==> config.mk <==
export PLATFORM = sky130hd
export DESIGN_NAME = muldiv_seq
export DESIGN_NICKNAME = d
export VERILOG_FILES = /design/src/rtl/muldiv_seq_pkg.sv /design/src/rtl/muldiv_div_step.sv /design/src/rtl/muldiv_seq.sv
export SDC_FILE = /design/constraint.sdc
export NUM_CORES = 1
export LEC_CHECK = 0
export CAP_MARGIN = 10
export CORE_MARGIN = 2
export CORE_UTILIZATION = 35
export CTS_CLUSTER_DIAMETER = 40
export DETAILED_ROUTE_END_ITERATION = 6
export GPL_ROUTABILITY_DRIVEN = 1
export GPL_TIMING_DRIVEN = 0
export PLACE_DENSITY_LB_ADDON = 0.3
export SYNTH_ARGS = -nofsm -noshare
export SYNTH_HDL_FRONTEND = slang
export SYNTH_HIERARCHICAL = 1
export SYNTH_SLANG_ARGS = --single-unit
export TNS_END_PERCENT = 100
==> constraint.sdc <==
create_clock -name clk -period 9 [get_ports clk]
set_input_delay 0.9 -clock clk [delete_from_list [all_inputs] [get_ports clk]]
set_output_delay 0.9 -clock clk [all_outputs]
set_load 0.1 [all_outputs]
==> src/rtl/muldiv_seq_pkg.sv <==
// -----------------------------------------------------------------------------
// muldiv_seq_pkg
//   Shared definitions for the RV32M multi-cycle multiply/divide sequencer:
//   func3 codes of the M extension, FSM state encodings and operand
//   signedness decode helpers.
// -----------------------------------------------------------------------------
package muldiv_seq_pkg;

  // RV32M func3 encodings
  localparam logic [2:0] F3_MUL    = 3'b000;
  localparam logic [2:0] F3_MULH   = 3'b001;
  localparam logic [2:0] F3_MULHSU = 3'b010;
  localparam logic [2:0] F3_MULHU  = 3'b011;
  localparam logic [2:0] F3_DIV    = 3'b100;
  localparam logic [2:0] F3_DIVU   = 3'b101;
  localparam logic [2:0] F3_REM    = 3'b110;
  localparam logic [2:0] F3_REMU   = 3'b111;

  typedef enum logic [2:0] {
    MD_ST_IDLE = 3'd0,
    MD_ST_MUL  = 3'd1,
    MD_ST_DIV  = 3'd2,
    MD_ST_FIX  = 3'd3,
    MD_ST_DONE = 3'd4
  } md_state_e;

  // rs1 is treated as two's complement for these ops
  function automatic logic op_a_signed(input logic [2:0] f3);
    return (f3 == F3_MULH) || (f3 == F3_MULHSU) || (f3 == F3_DIV) || (f3 == F3_REM);
  endfunction

  // rs2 is treated as two's complement for these ops
  function automatic logic op_b_signed(input logic [2:0] f3);
    return (f3 == F3_MULH) || (f3 == F3_DIV) || (f3 == F3_REM);
  endfunction

endpackage

==> src/rtl/muldiv_div_step.sv <==
// -----------------------------------------------------------------------------
// muldiv_div_step
//   One combinational restoring-division step: shift the next dividend bit
//   (MSB of i_quo) into the partial remainder, subtract the divisor if it
//   fits, and shift the resulting quotient bit into the bottom of i_quo.
// Ports
//   i_rem      partial remainder in
//   i_quo      dividend bits still to consume / quotient bits produced so far
//   i_divisor  divisor magnitude
//   o_rem      partial remainder out
//   o_quo      updated dividend/quotient register
// -----------------------------------------------------------------------------
module muldiv_div_step #(
  parameter int XLEN = 32
) (
  input  logic [XLEN-1:0] i_rem,
  input  logic [XLEN-1:0] i_quo,
  input  logic [XLEN-1:0] i_divisor,
  output logic [XLEN-1:0] o_rem,
  output logic [XLEN-1:0] o_quo
);

  logic [XLEN:0]   w_shifted;
  logic [XLEN-1:0] w_diff;
  logic            w_fits;

  assign w_shifted = {i_rem, i_quo[XLEN-1]};
  assign w_fits    = (w_shifted >= {1'b0, i_divisor});
  // When the divisor fits, the true difference is below the divisor, so the
  // low XLEN bits of the modular subtraction are exact.
  assign w_diff    = w_shifted[XLEN-1:0] - i_divisor;

  assign o_rem = w_fits ? w_diff : w_shifted[XLEN-1:0];
  assign o_quo = {i_quo[XLEN-2:0], w_fits};

endmodule

==> src/rtl/muldiv_seq.sv <==
// -----------------------------------------------------------------------------
// muldiv_seq
//   Multi-cycle sequencer for RV32M ops (MUL/MULH/MULHSU/MULHU/DIV/DIVU/REM/
//   REMU). Operands are latched as magnitudes on accept; shift-add multiply or
//   restoring divide runs one bit per clock; FIX applies the recorded sign.
//   Special divides (x/0, INT_MIN/-1) skip iteration and go straight to FIX.
// Build option
//   MULDIV_FAST_MUL_EN : multiply ops use a single-cycle XLENxXLEN product and
//                        go IDLE -> FIX directly; the MUL state is never used.
// Ports
//   clk     clock, rising edge
//   rst_n   asynchronous active-low reset
//   start   op request, accepted only in IDLE or DONE and not during flush
//   flush   kill in-flight op; result keeps its previous value
//   func3   M-op select
//   op_a    rs1, sampled on the accepting edge
//   op_b    rs2, sampled on the accepting edge
//   busy    registered, high in MUL/DIV/FIX
//   stall   combinational: accepted start or busy
//   done    registered one-cycle pulse, result valid
//   result  registered result, held until a later op completes
// -----------------------------------------------------------------------------
module muldiv_seq
  import muldiv_seq_pkg::*;
#(
  parameter int XLEN  = 32,
  parameter int CNT_W = 6
) (
  input  logic            clk,
  input  logic            rst_n,
  input  logic            start,
  input  logic            flush,
  input  logic [2:0]      func3,
  input  logic [XLEN-1:0] op_a,
  input  logic [XLEN-1:0] op_b,
  output logic            busy,
  output logic            stall,
  output logic            done,
  output logic [XLEN-1:0] result
);

  localparam int                PW          = 2 * XLEN;
  localparam logic [XLEN-1:0]   LP_MIN      = {1'b1, {(XLEN-1){1'b0}}};
  localparam logic [CNT_W-1:0]  LP_CNT_LAST = CNT_W'(XLEN);

  md_state_e       r_state;
  logic            r_busy;
  logic            r_done;
  logic [XLEN-1:0] r_result;
  logic [CNT_W-1:0] r_cnt;
  logic [2:0]      r_f3;
  logic            r_neg;
  logic            r_spec;
  logic [XLEN-1:0] r_hi;   // product high half / partial remainder
  logic [XLEN-1:0] r_lo;   // multiplier+product low half / dividend+quotient
  logic [XLEN-1:0] r_b;    // multiplicand / divisor magnitude

  // ---------------- accept-side decode ----------------
  logic            w_accept;
  logic            w_sa, w_sb, w_neg;
  logic [XLEN-1:0] w_a_mag, w_b_mag;
  logic            w_is_div, w_div_zero, w_div_ovf, w_special;
  logic [XLEN-1:0] w_spec_val;
  logic [XLEN-1:0] w_load_hi, w_load_lo;
  md_state_e       w_acc_state;

  assign w_accept = start & ~flush & ((r_state == MD_ST_IDLE) || (r_state == MD_ST_DONE));

  assign w_sa    = op_a[XLEN-1] & op_a_signed(func3);
  assign w_sb    = op_b[XLEN-1] & op_b_signed(func3);
  assign w_a_mag = w_sa ? -op_a : op_a;
  assign w_b_mag = w_sb ? -op_b : op_b;
  // Unsigned ops have w_sa = w_sb = 0, so only REM needs its own rule.
  assign w_neg   = (func3 == F3_REM) ? w_sa : (w_sa ^ w_sb);

  assign w_is_div   = func3[2];
  assign w_div_zero = (op_b == '0);
  assign w_div_ovf  = ((func3 == F3_DIV) || (func3 == F3_REM)) && (op_a == LP_MIN) && (op_b == '1);
  assign w_special  = w_is_div & (w_div_zero | w_div_ovf);
  // func3[1] separates REM* from DIV*; INT_MIN/-1 quotient is op_a itself.
  assign w_spec_val = func3[1] ? (w_div_zero ? op_a : '0) : (w_div_zero ? '1 : op_a);

`ifdef MULDIV_FAST_MUL_EN
  logic [PW-1:0] w_fast_prod;
  assign w_fast_prod = PW'(w_a_mag) * PW'(w_b_mag);
`endif

  // NOTE: every signal driven here gets a default first so no latch is inferred.
  always_comb begin
    w_load_hi   = '0;
    w_load_lo   = w_special ? w_spec_val : w_a_mag;
    w_acc_state = w_special ? MD_ST_FIX : (w_is_div ? MD_ST_DIV : MD_ST_MUL);
`ifdef MULDIV_FAST_MUL_EN
    if (!w_is_div) begin
      {w_load_hi, w_load_lo} = w_fast_prod;
      w_acc_state            = MD_ST_FIX;
    end
`endif
  end

  // ---------------- iteration datapath ----------------
  logic [CNT_W-1:0] w_cnt_inc;
  logic             w_last;
  logic [XLEN-1:0]  w_rem_nxt, w_quo_nxt;

  assign w_cnt_inc = r_cnt + CNT_W'(1);
  assign w_last    = (w_cnt_inc == LP_CNT_LAST);

`ifndef MULDIV_FAST_MUL_EN
  logic [XLEN:0] w_mul_sum;
  assign w_mul_sum = {1'b0, r_hi} + (r_lo[0] ? {1'b0, r_b} : '0);
`endif

  muldiv_div_step #(.XLEN(XLEN)) u_div_step (
    .i_rem     (r_hi),
    .i_quo     (r_lo),
    .i_divisor (r_b),
    .o_rem     (w_rem_nxt),
    .o_quo     (w_quo_nxt)
  );

  // ---------------- sign fix-up ----------------
  logic [PW-1:0]   w_prod, w_prod_fix;
  logic [XLEN-1:0] w_div_raw, w_fix_result;

  assign w_prod     = {r_hi, r_lo};
  assign w_prod_fix = r_neg ? -w_prod : w_prod;
  assign w_div_raw  = r_f3[1] ? r_hi : r_lo;

  always_comb begin
    w_fix_result = '0;
    if (r_spec)              w_fix_result = r_lo;
    else if (r_f3[2])        w_fix_result = r_neg ? -w_div_raw : w_div_raw;
    else if (r_f3 == F3_MUL) w_fix_result = w_prod_fix[XLEN-1:0];
    else                     w_fix_result = w_prod_fix[PW-1:XLEN];
  end

  // ---------------- FSM ----------------
  // NOTE: datapath registers are reset along with control so a fresh part
  // never exposes X through result or the fix-up path.
  always_ff @(posedge clk or negedge rst_n) begin
    if (!rst_n) begin
      r_state  <= MD_ST_IDLE;
      r_busy   <= 1'b0;
      r_done   <= 1'b0;
      r_result <= '0;
      r_cnt    <= '0;
      r_f3     <= '0;
      r_neg    <= 1'b0;
      r_spec   <= 1'b0;
      r_hi     <= '0;
      r_lo     <= '0;
      r_b      <= '0;
    end else if (flush) begin
      r_state <= MD_ST_IDLE;
      r_busy  <= 1'b0;
      r_done  <= 1'b0;
    end else begin
      // NOTE: state uses non-blocking assignments so every register samples
      // pre-edge values, independent of statement order.
      r_done <= 1'b0;
      case (r_state)
        MD_ST_IDLE, MD_ST_DONE: begin
          if (w_accept) begin
            r_state <= w_acc_state;
            r_busy  <= 1'b1;
            r_f3    <= func3;
            r_neg   <= w_neg;
            r_spec  <= w_special;
            r_hi    <= w_load_hi;
            r_lo    <= w_load_lo;
            r_b     <= w_b_mag;
            r_cnt   <= '0;
          end else begin
            r_state <= MD_ST_IDLE;
          end
        end
`ifndef MULDIV_FAST_MUL_EN
        MD_ST_MUL: begin
          r_hi  <= w_mul_sum[XLEN:1];
          r_lo  <= {w_mul_sum[0], r_lo[XLEN-1:1]};
          r_cnt <= w_cnt_inc;
          if (w_last) r_state <= MD_ST_FIX;
        end
`endif
        MD_ST_DIV: begin
          r_hi  <= w_rem_nxt;
          r_lo  <= w_quo_nxt;
          r_cnt <= w_cnt_inc;
          if (w_last) r_state <= MD_ST_FIX;
        end
        MD_ST_FIX: begin
          r_result <= w_fix_result;
          r_done   <= 1'b1;
          r_busy   <= 1'b0;
          r_state  <= MD_ST_DONE;
        end
        default: begin
          r_state <= MD_ST_IDLE;
          r_busy  <= 1'b0;
        end
      endcase
    end
  end

  assign busy   = r_busy;
  assign done   = r_done;
  assign result = r_result;
  assign stall  = w_accept | r_busy;

endmodule

# After elaboration in Yosys (flattened, before gate mapping)
# Index checks and enable logic that the tools add are counted.
# totals
regBits	144
elab_cells	96
out_inout_bits	35
in_bits	71
# op_classes
bitwise	9
muxes	32
reduce_logical	21
n_eq_ne	15
addsub	7
magnitude_cmp	1
# op_table
op	count
$mux 32	15
$pmux 32 s3	2
$neg 32->32	3
$eq 32x32->1 const B	2
$mux 64	1
$neg 64->64	1
$add 32x32->33	1
$ge 33x32->1	1
$logic_not 32->1	1
$sub 32x32->32	1
$pmux 6 s2	1
$eq 3x2->1 const B	3
$eq 3x3->1 const B	3
$pmux 3 s3	1
$reduce_and 3->1	3
$logic_or 1x1->1	7
$add 6x1->6 const B	1
$eq 3x1->1 const B	2
$eq 6x6->1 const B	1
$logic_not 3->1	2
$mux 2	3
$mux 3	2
$mux 6	1
$and 1x1->1	5
other kinds (14)	22

# Longest topological paths before layout
# depth
word_depth	10
ltp_mapped	18
depth_no_buf	15

# By module
# The synthesis kept the hierarchy.
# modules_own_cells
module	seq_area_each_um2	area_each_um2	n_inst	cells_each
muldiv_seq	3603.5	13870.8	1	1791
muldiv_div_step	0.0	2571.2	1	355

# Least setup slack after synthesis
# Ideal clock, no wire load.
# synth_timing
kind	reg2reg
from	register r_f3[1]
to	register r_result[28] (netlist: result[28])
path_slack_ns	5.012
period_less_slack_ns	3.988
stages_incl_launch_ff	17
setup_time_ns	0.129
arrival_time_ns	3.859
n_path_buf	7
required_ns	8.871
cell_sequence	dfrtp_1 buf_2 buf_2 buf_2 buf_2 buf_2 clkbuf_1 mux2i_1 ha_1 o21ai_0 or3b_1 clkbuf_1 or3_4 o31ai_1 xor2_1 a221oi_1 a21oi_1
# synth_via
elab_chain_len	5
word_cells_on_any_way	7
classes_between	add/sub (1); mux (5); reduce/logical (1)
# synth_rtl
item	line	source
start: declaration	muldiv_seq.sv:51	logic [2:0] r_f3;
start signal: assignment	muldiv_seq.sv:167	r_f3 <= func3;
$mux 32	muldiv_seq.sv:128	assign w_div_raw = r_f3[1] ? r_hi : r_lo;
$neg 32->32	muldiv_seq.sv:133	else if (r_f3[2]) w_fix_result = r_neg ? -w_div_raw : w_div_raw;
$mux 32	muldiv_seq.sv:133	
$mux 32 (*)	muldiv_seq.sv:133	
$mux 32 (*)	muldiv_seq.sv:132	if (r_spec) w_fix_result = r_lo;
end signal: assignment	muldiv_seq.sv:193	r_result <= w_fix_result;
end: declaration	muldiv_seq.sv:49	logic [XLEN-1:0] r_result;
# Every way passes the cells marked *; elsewhere a longest branch is shown, timed or not.
# A chain may end at the register's enable or synchronous reset.

# Final worst setup path
# Ends and elaborated chain as after synthesis.

==> flow_summary.yaml <==
timing:
  slew_viol_final: 0
  timing.final.crit_share_pct: 66.7
  tightest_slew_ps: 1190
  setup_ws_ps: 3000
  rsz0062_at_grt: "false"
  min_period_ps: 6000
  setup_tns_ps: 0
  fmax_mhz: 167
  setup_viol: 0
  skew_ps: 15.4
  hold_violations: 0
  slew_headroom_pct: 20.4
clock_network:
  cts_tree: "yes"
  cts_hold_buffers: 0
  numCtsBuffers: 17
  clock-sinks: 144
  insertion_delay_ps: 500
  ctsRootBufferMaster: "clkbuf_16"
  cts_max_path_buffers: 2
  htree_levels: 4
  post-cts-setup-buffer-count: 0
  post_cts_resize_count: 0
  clk_pin_slew_ps: 80
worst_setup_path:
  cp_slowest_cell: "clkbuf_1"
  path_common_cell: "buf_2"
  regToRegSetupSlack_ps: 3000
  endpoint_kind: "register"
  worst-setup-path-type: "reg -> reg"
  critPathArrivalTime_ps: 6370
  start_kind: "register"
  slowest_delay_ps: 850
  r2r_start: "r_f3[1]$_DFFE_PN0P_"
  critPathLaunch: "r_f3[1]$_DFFE_PN0P_"
  cp_max_fo: 10
  worstPathRequired_ps: 9360
  cp_cell_sequence: "buf_2 -> buf_2 -> buf_2 -> buf_2 -> buf_2 -> clkbuf_1 -> mux2i_1 -> ha_1 -> o21ai_0 -> or3b_1 -> clkbuf_1 -> or3_4 -> o31ai_1 -> xor2_1 -> a221oi_1 -> a21oi_1"
routing:
  drtIter0Drc: 1735
  drt-total-wl_microns: 73500
  drc: 0
  first_pass_iters: 5
  num_vias: 17601
  ant_nets: 0
  avgViaCountPerCell: 6.09
  routedWlPerCell_microns: 25.4
synthesis:
  synth.area.top_cells: "dfrtp_1 (22%), xnor2_1 (5.9%), ha_1 (5.3%)"
  yosysWarnings: 6
  syn_inst: 2146
  synth_fa_ha_area_share_pct: 6.73
  syn_area_sq_mm: 0.0164
  syn_area_per_cell_sq_um: 7.66
  synth-seq-cells: 144
  ys_seq_area_share_pct: 21.9
  synth_edf_count: 0
  synth-compound-area-share_pct: 27.3
  netlist.area_leader.share_pct: 21.9
  muxShareOfSynthArea_pct: 4.51
  synth_top_area_cell: "dfrtp_1"
  synth-xor-area-share_pct: 10.0
  synthFlopType: "dfrtp_1"
  synth_cell_types: 104
  synth_nets: 2289
  synth_top_family_by_area: "compound AO/OA/AOI/OAI gates"
  synth_simple_gate_area_share_pct: 21.9
  async_flop_share_pct: 100
placed_design:
  portBuffers: 102
  hpwl_microns: 57200
  placed_cells: 2856
  gp_congestion: 0.986
  post-place-ws_ps: 3250
floorplanning:
  coreArea_sq_mm: 0.0465
  die_h_microns: 221
  start_util_pct: 35.4
  die_area_sq_mm: 0.0487
  rows: 79
  dieWidth_microns: 221
  io_pins: 106
cells_and_area:
  final_common_cell: "nor2_1"
  stdcell_count: 2889
  layout_common_cells: "nor2_1 (201), nand2_1 (200), o21ai_0 (172)"
  fin_nets: 2411
  drive_gt1_share_pct: 8.68
  area_growth_pct: 14.9
  n_fill_cell: 4900
global_route:
  grtUsageTotal_pct: 30.2
  antenna_found_initial: 2
  met3_usage_pct: 4.32
  grt_start_max_net_pins: 88
  grt_pass1_vias: 16682
  grt_use_met2_pct: 46.3
  grt_first_pass_wirelength_microns: 108000
  use_met1_pct: 41.8
  busiest_layer: "met2"
  gr-total-overflow: 0
power:
  power_w: 0.00485
  power_density_mw_per_mm2: 257
  irDropWorstVdd_mv: 0.142
  p_leak_nw: 7.28
worst_hold_path:
  hold_class: "in -> async"
flow_run:
  cap_violations: 0
status:
  status: "finished, final reports clean"
==> stage by stage <==
| step | hold WS (ps) | util (%) | area, sq um |
|---|---|---|---|
| after floorplan | 453 | - | 16400 |
| after global placement | 463 | 39.2 | 18200 |
| after detailed placement | 476 | 39.3 | 18300 |
| after CTS | 363 | 40.7 | 18900 |
| after global routing | 405 | 40.7 | 18900 |
| final | 359 | 40.7 | 18900 |
==> kinds of logic after synthesis <==
kind of cell	after synthesis
and+or+nand+nor	711
AOI/OAI and AO/OA	679
buffers and inverters	267
xor gates and xnor gates	188
DFF	144
adders and majority gates	91
muxes	66
==> state kept, by name (all words and copies together), names as in the netlist <==
signal and count:
r_hi 32, done 1, r_b 32, result 32, busy 1, r_state 3, r_f3 3, r_lo 32
r_spec 1, r_cnt 6, r_neg 1
==> final cells by class <==
class	instances	area [sq um]	area share [%]
clock buffers	17	425	2.25
flip-flops and latches	144	3600	19.1
clock inverters	15	214	1.13
well taps	607	759	4.02
inverters	73	274	1.45
plain buffers	194	996	5.27
diodes	1	2.50	0.0132
multi-input cells	1735	11600	61.2
repair buffers	103	1050	5.56
==> final timing paths <==
kind                                                to  cells past startpoint
max in group asynchronous       result[17]$_DFFE_PN0P_                      2
worst max register to register  result[28]$_DFFE_PN0P_                     16
worst max-delay path            result[28]$_DFFE_PN0P_                     16
worst min register to register   result[6]$_DFFE_PN0P_                      2
min in group clk                 result[6]$_DFFE_PN0P_                      2
worst min-delay path              r_hi[12]$_DFFE_PN0P_                      1
==> worst max-delay path, delay by kind of cell (launching register included) <==
kind	cells	cell delay [ps]
adders and majority gates	1	220
AOI/OAI and AO/OA	4	1120
muxes	1	330
xor gates and xnor gates	1	130
and+or+nand+nor	2	940
DFF	1	330
buffers and inverters	7	2770
==> cells in the mapped netlist (14+ instances only) <==
master / count
inv_1: 70
nand3_1: 30
ha_1: 70
o31ai_1: 42
or3_1: 21
a221oi_1: 61
nor4_1: 16
dfrtp_1: 144
o211ai_1: 41
mux2_2: 29
or4_1: 14
xor2_1: 77
buf_4: 34
nand2_1: 200
a21oi_1: 166
nand2b_1: 16
and2_1: 38
a31oi_1: 23
xnor2_1: 111
clkbuf_1: 119
a211oi_1: 18
and3_1: 17
nor2_1: 201
buf_2: 24
nand4_1: 27
a21o_1: 20
nor3_1: 44
o21ai_0: 172
mux2i_1: 28
nor2b_1: 17
o41ai_1: 16
maj3_1: 19
==> metal layers <==
layer | up-vias | routed length, microns
met5 | - | 0
met1 | 8560 | 32900
met3 | 155 | 5310
li1 | 8079 | -
met2 | 807 | 31900
met4 | 0 | 3410
==> power breakdown <==
group          switching [W]  internal, W
registers           0.000238     0.000787
clock network       0.000360     0.000452
logic                0.00189      0.00112
No activity file was read; power rests on OpenSTA's default activity.
